[src/rtl/stopwatch.sv]
// MM:SS BCD stopwatch controlled by synchronised start/pause/clear command levels.
// Define STOPWATCH_SATURATE_EN to hold at 59:59 instead of wrapping to 00:00.
module stopwatch #(
    parameter int TICK_DIV    = 50_000_000,
    parameter int SYNC_STAGES = 2
) (
    input  logic        clk,
    input  logic        reset_n,
    input  logic        start,
    input  logic        pause,
    input  logic        clear,
    output logic [3:0]  digit,
    output logic [15:0] time_bcd,
    output logic        running,
    output logic        rollover
);

    localparam int PW = $clog2(TICK_DIV);

    typedef enum logic [1:0] {
        IDLE   = 2'd0,
        RUN    = 2'd1,
        PAUSED = 2'd2
    } state_t;

    state_t                        state_reg, state_next;
    logic [SYNC_STAGES-1:0][2:0]   sync_reg;
    logic [PW-1:0]                 presc_reg, presc_next;
    logic [3:0][3:0]               dig_reg, dig_next;
    logic [3:0]                    at_max;
    logic [4:0]                    carry;
    logic                          rollover_reg;
    logic                          s_start, s_pause, s_clear;
    logic                          hold;
    logic                          tick;

    // Command bits travel together as {clear, pause, start}; index 0 is the first stage.
    always_ff @(posedge clk) begin
        if (!reset_n) begin
            sync_reg <= '0;
        end else begin
            sync_reg <= {sync_reg[SYNC_STAGES-2:0], {clear, pause, start}};
        end
    end

    assign s_start = sync_reg[SYNC_STAGES-1][0];
    assign s_pause = sync_reg[SYNC_STAGES-1][1];
    assign s_clear = sync_reg[SYNC_STAGES-1][2];

`ifdef STOPWATCH_SATURATE_EN
    assign hold = (dig_reg == 16'h5959);
`else
    assign hold = 1'b0;
`endif

    assign tick = (state_reg == RUN) && !hold && (presc_reg == PW'(TICK_DIV - 1));

    always_comb begin
        state_next = state_reg;
        if (s_clear) begin
            state_next = IDLE;
        end else begin
            case (state_reg)
                IDLE:    if (s_start && !s_pause) state_next = RUN;
                RUN:     if (s_pause)             state_next = PAUSED;
                PAUSED:  if (s_start && !s_pause) state_next = RUN;
                default:                          state_next = IDLE;
            endcase
        end
    end

    always_comb begin
        presc_next = presc_reg;
        if (s_clear || state_reg == IDLE) begin
            presc_next = '0;
        end else if (state_reg == RUN && !hold) begin
            presc_next = tick ? '0 : presc_reg + PW'(1);
        end
    end

    // BCD ripple: even digits are units (0-9), odd digits are tens (0-5).
    assign carry[0] = tick;

    genvar gi;
    generate
        for (gi = 0; gi < 4; gi++) begin : g_digit
            localparam logic [3:0] LIM = (gi % 2 == 0) ? 4'd9 : 4'd5;
            assign at_max[gi]    = (dig_reg[gi] == LIM);
            assign dig_next[gi]  = carry[gi] ? (at_max[gi] ? 4'd0 : dig_reg[gi] + 4'd1)
                                             : dig_reg[gi];
            assign carry[gi + 1] = carry[gi] & at_max[gi];
        end
    endgenerate

    always_ff @(posedge clk) begin
        if (!reset_n) begin
            state_reg    <= IDLE;
            presc_reg    <= '0;
            dig_reg      <= '0;
            rollover_reg <= 1'b0;
        end else begin
            state_reg    <= state_next;
            presc_reg    <= presc_next;
            dig_reg      <= s_clear ? '0 : dig_next;
            rollover_reg <= !s_clear && carry[4];
        end
    end

    assign time_bcd = dig_reg;
    assign digit    = dig_reg[0];
    assign running  = (state_reg == RUN);
    assign rollover = rollover_reg;

endmodule

[config.mk]
export PLATFORM = sky130hd
export DESIGN_NAME = stopwatch
export DESIGN_NICKNAME = d
export VERILOG_FILES = /design/src/rtl/stopwatch.sv
export SDC_FILE = /design/constraint.sdc
export NUM_CORES = 1
export LEC_CHECK = 0
export BUFFER_PORTS_ARGS = -buffer_cell sky130_fd_sc_hd__buf_2
export CAP_MARGIN = 40
export CELL_PAD_IN_SITES_DETAIL_PLACEMENT = 1
export CELL_PAD_IN_SITES_GLOBAL_PLACEMENT = 1
export CORE_MARGIN = 5
export CORE_UTILIZATION = 40
export DETAILED_ROUTE_END_ITERATION = 12
export PLACE_DENSITY = 0.74
export SETUP_SLACK_MARGIN = 0.4
export SLEW_MARGIN = 20
export SYNTH_ARGS = -nofsm -noshare
export SYNTH_HDL_FRONTEND = slang
export SYNTH_SLANG_ARGS = --single-unit
[constraint.sdc]
create_clock -name clk -period 2.8 [get_ports clk]
set_input_delay 0.14 -clock clk [delete_from_list [all_inputs] [get_ports clk]]
set_output_delay 0.14 -clock clk [all_outputs]
set_load 0.01 [all_outputs]
Word-level counts from Yosys, hierarchy flattened
Cells that the tools add are included.
{"block": "totals", "memories": 0, "ramBits": 0, "register_bits": 51, "output_inout_bits": 22, "wordCells": 47, "latch_bits": 0, "input_bits": 5, "romBits": 0}
{"block": "op_classes", "bitwise": 5, "eq_ne": 9, "addsub": 5, "reduce_logical": 11, "n_mul": 0, "n_mux": 8, "n_shift": 0, "magnitude_cmp": 0, "div": 0}
{"operator": "$add 26x1->26 const B", "count": 1}
{"operator": "$eq 26x26->1 const B", "count": 1}
{"operator": "$mux 26", "count": 1}
{"operator": "$add 4x1->4 const B", "count": 4}
{"operator": "$mux 4", "count": 4}
{"operator": "$eq 4x3->1 const B", "count": 2}
{"operator": "$eq 4x4->1 const B", "count": 2}
{"operator": "$reduce_or 2->1", "count": 3}
{"operator": "$and 1x1->1", "count": 4}
{"operator": "$mux 2", "count": 2}
{"operator": "$ne 2x1->1 const B", "count": 2}
{"operator": "$pmux 2 s2", "count": 1}
{"operator": "$logic_and 1x1->1", "count": 3}
{"operator": "$eq 2x1->1 const B", "count": 1}
{"operator": "$eq 2x2->1 const B", "count": 1}
{"operator": "$logic_not 1->1", "count": 2}
{"operator": "$logic_not 2->1", "count": 1}
{"operator": "$reduce_and 2->1", "count": 1}
{"operator": "$logic_or 1x1->1", "count": 1}
{"operator": "$not 1->1", "count": 1}

Logic depth before layout (Yosys ltp)
{"block": "depth", "ltp_word": 7, "depth_mapped": 8, "depth_no_buf": 6}

Worst setup path before layout
Ideal clock, no wire load.
{"block": "synth_timing", "path_kind": "register -> register", "startpoint": "reg presc_reg[0]", "endpoint": "reg dig_reg, in the netlist time_bcd[14]", "path_slack_ns": 0.474, "path_buffers": 0, "stages_incl_launch_ff": 7, "setup_time_ns": 0.070, "arrival_time_ns": 2.256, "required_ns": 2.730, "synth_period_minus_slack_ns": 2.326, "cell_sequence": "dfxtp_1 -> ha_1 -> nand4b_4 -> or4_1 -> or4_4 -> or3b_1 -> a21oi_1"}
{"block": "synth_via", "elab_chain_len": 5}
{"element": "start: declaration", "line": "28", "text": "logic [PW-1:0] presc_reg, presc_next;"}
{"element": "start signal: assignment", "line": "103", "text": "presc_reg <= presc_next;"}
{"element": "$eq 26x26->1", "line": "56", "text": "assign tick = (state_reg == RUN) && !hold && (presc_reg == PW'(TICK_DIV - 1));"}
{"element": "$logic_and 1x1->1", "line": "56"}
{"element": "$and 1x1->1 (3 in series)", "line": "91", "text": "assign carry[gi + 1] = carry[gi] & at_max[gi];"}
{"element": "end signal: assignment", "line": "104", "text": "dig_reg <= s_clear ? '0 : dig_next;"}
{"element": "end: declaration", "line": "29", "text": "logic [3:0][3:0] dig_reg, dig_next;"}
No other way between the ends.
A chain may end at the register's enable or synchronous reset.

Worst setup path after layout
{"block": "layout_timing", "startpoint": "reg presc_reg[0]", "endpoint": "reg dig_reg, in the netlist time_bcd[15]"}
Same word-level chain as after synthesis.

==> results.sh <==
export IMPL_hold_end="sync_reg[2]"
export IMPL_hold_buffers=0
export IMPL_slew_viol_final=0
export IMPL_worstPathArrival_ns=2.60
export IMPL_tritoncts="done"
export IMPL_rows=27
export IMPL_crit_slowest_cell="or4_4"
export IMPL_endpoint_kind="register"
export IMPL_grt_first_pass_wirelength_um=8940
export IMPL_gp_congestion=0.763
export IMPL_hp_start="clear"
export IMPL_multiInputGateArea_um2=1230
export IMPL_ir_worst_vdd_v=0.000261
export IMPL_antenna_left=0
export IMPL_setup_violations=0
export IMPL_synth_flop_cell="dfxtp_1"
export IMPL_hold_path_class="in2reg"
export IMPL_grt_max_degree=25
export IMPL_start_kind="register"
export IMPL_synth_area_leaders="dfxtp_1 (44%), nor2_1 (7.1%), xnor2_1 (5.3%), xor2_1 (4.9%), a21oi_1 (3.0%)"
export IMPL_syn_instance_count=268
export IMPL_synth_top_cell_by_area="dfxtp_1"
export IMPL_syn_area_per_cell_um2=8.67
export IMPL_rr_worst_depth=6
export IMPL_cts_root_buffer="clkbuf_8"
export IMPL_postSynth_asyncResetShare_pct=0
export IMPL_clock_sink_count=51
export IMPL_ys_ff_latch=51
export IMPL_pin_count=27
export IMPL_relSlewSlack_pct=67.2
export IMPL_overflow=0
export IMPL_diodes=0
export IMPL_crit_chain="ha_4 -> nand4b_4 -> or4_4 -> or4_4 -> or3_4 -> a21oi_2"
export IMPL_portBuffers=26
export IMPL_die_y_um=86.2
export IMPL_critPathKind="reg2reg"
export IMPL_path_common_cell="or4_4"
export IMPL_leakage_uw=0.000962
export IMPL_finalWirelength_um=5270
export IMPL_core_um2=5570
export IMPL_seq_area_frac_synth_pct=43.9
export IMPL_whs_path_depth=2
export IMPL_r2r_start="presc_reg[0]"
export IMPL_final_hold_violation_count=0
export IMPL_finalCritPeriodShare_pct=83.8
export IMPL_r2r_end="time_bcd[15]"
export IMPL_drc=0
export IMPL_nets=303
export IMPL_rrSetupSlack_ns=0.45
export IMPL_min_period_ns=2.35
export IMPL_vias=1971
export IMPL_outcome="finished, final reports clean"
export IMPL_worstPathRequired_ns=3.05
export IMPL_crit_fanout=5
export IMPL_tns_ns=0
export IMPL_yosys_warnings=0
export IMPL_timing_fmax_mhz=426
export IMPL_fin_skew_ns=0.00754
export IMPL_grt_pass1_vias=1976
export IMPL_p_per_area_nw_per_um2=447
export IMPL_syn_nets=274
export IMPL_register_area_um2=1030
export IMPL_drt_initial_drc_count=68
export IMPL_rsz0062_at_grt="no"
export IMPL_grt_antenna_before_repair=0
export IMPL_dr_pass1_iters=4
export IMPL_worst_pin_slew_ns=0.491
export IMPL_nFillCells=693
export IMPL_cpLargestDelayFamily="simple AND/OR/NAND/NOR gates"
export IMPL_avgRoutedWirePerCell_um=14.2
export IMPL_place_ws_ns=0.331
export IMPL_drive_above_1_share_pct=19.1
export IMPL_cts_buffers=5
export IMPL_finalPower_uw=1190
export IMPL_routed_via_density=5.33
export IMPL_dp_hpwl_um=3650
export IMPL_grt_usage_pct=14.7
export IMPL_hold_ws_ns=0.0383
export IMPL_path_buf_inv=0
export IMPL_largest_reg_flops=26
export IMPL_die_w_um=86.2
export IMPL_critPathMaxStageDelay_ns=0.55
export IMPL_htreeDepth=2
export IMPL_syn_cell_area_um2=2320
export IMPL_die_area_um2=7430
export IMPL_setup_ws_ns=0.452
export IMPL_clkTransAtPathRegs_ns=0.10
export IMPL_syn_to_final_growth_pct=14.4
export IMPL_drv_cap=0
export IMPL_final_util_pct=47.7
export IMPL_synth_top_area_share_pct=43.9
export IMPL_clk_latency_ns=0.31
export IMPL_start_util_pct=41.7
export IMPL_ys_types=40
export IMPL_clock_path_buffers=2
export IMPL_synth_edff_count=0
-- worst max-delay path by stage --
| stage | slack (ns) | endpoint | from | cells after the start |
|---|---|---|---|---|
| 2_1_floorplan | 0.47 | time_bcd[14] | presc_reg[0] | 6 |
| 3_3_place_gp | 0.40 | time_bcd[14] | presc_reg[0] | 6 |
| 3_5_place_dp | 0.33 | time_bcd[15] | presc_reg[0] | 6 |
| 4_1_cts | 0.41 | time_bcd[15] | presc_reg[0] | 6 |
| 5_1_grt | 0.37 | time_bcd[15] | presc_reg[0] | 6 |
| 6_report | 0.45 | time_bcd[15] | presc_reg[0] | 6 |
-- cell type report --
type,count,share of cell area [%]
clock buffers,5,2.59
inverters,9,1.27
multi-input cells,196,46.1
well taps,72,3.39
flip-flops and latches,51,38.7
repair buffers,34,7.15
clock inverters,3,0.753
-- placed cells by master, fill, tap and decap left out, types with 3 or more instances in the layout --
cell and instances:
dfxtp_1 48, nor2_1 44, buf_2 26, nand2_1 18, xnor2_1 14, xor2_1 13, a21oi_1 13, nand3_1 12
nand4_1 11, inv_1 9, buf_4 8, nor3_1 7, and2_1 7, o21ai_0 6, or3_1 5, clkbuf_8 5
and3_1 4, nor2b_1 4, nor4_1 4, mux2i_1 3
-- cells in the mapped netlist, types with 6 or more instances --
cell type,n
nand3_1,12
nor3_1,7
or3_1,6
nand4_1,11
and2_1,7
xnor2_1,14
inv_1,9
clkbuf_1,6
dfxtp_1,51
xor2_1,13
a21oi_1,14
o21ai_0,6
nand2_1,18
nor2_1,44
-- cells by family (layout without fill, tap and decap cells) --
logic type	after synthesis	in the layout	share of synthesized area [%]
adders and majority gates	1	1	0.538
muxes	3	3	1.29
AOI/OAI and AO/OA	27	27	6.79
xor gates and xnor gates	27	27	10.2
buffers and inverters	21	51	4.42
and+or+nand+nor	138	138	32.8
DFF	51	51	43.9
-- layer usage --
layer  global-route usage (%)  wire [um]
met2                     25.6       2620
met4                     4.67         59
met5                        0          0
met1                     18.2       2460
met3                     3.14        128
-- metrics by stage --
step,cell area (um2),cells
after CTS,2620,367
after floorplan,2320,268
after detailed placement,2510,359
after global routing,2660,370
after global placement,2510,359
final,2660,370
-- what timing repair did --
item / in CTS / in global routing
buffers inserted: 0 / 3
pin swaps: 0 / 2
resized for setup: 4 / 7
cloned: 0 / 0
endpoints found under the setup margin: 2 / 4
-- worst register-to-register path, cell delays in order, from the launching register on --
cell	delay [ns]
dfxtp_4	0.38
ha_4	0.16
nand4b_4	0.14
or4_4	0.55
or4_4	0.52
or3_4	0.39
a21oi_2	0.15
-- report_power, final --
group          internal [uW]  switching [uW]  total (uW)
sequential               728            3.07         731
combinational           8.59            16.1        24.7
clock                    174             258         432
total                    911             277        1190
Power figures use the tool's default switching activity.
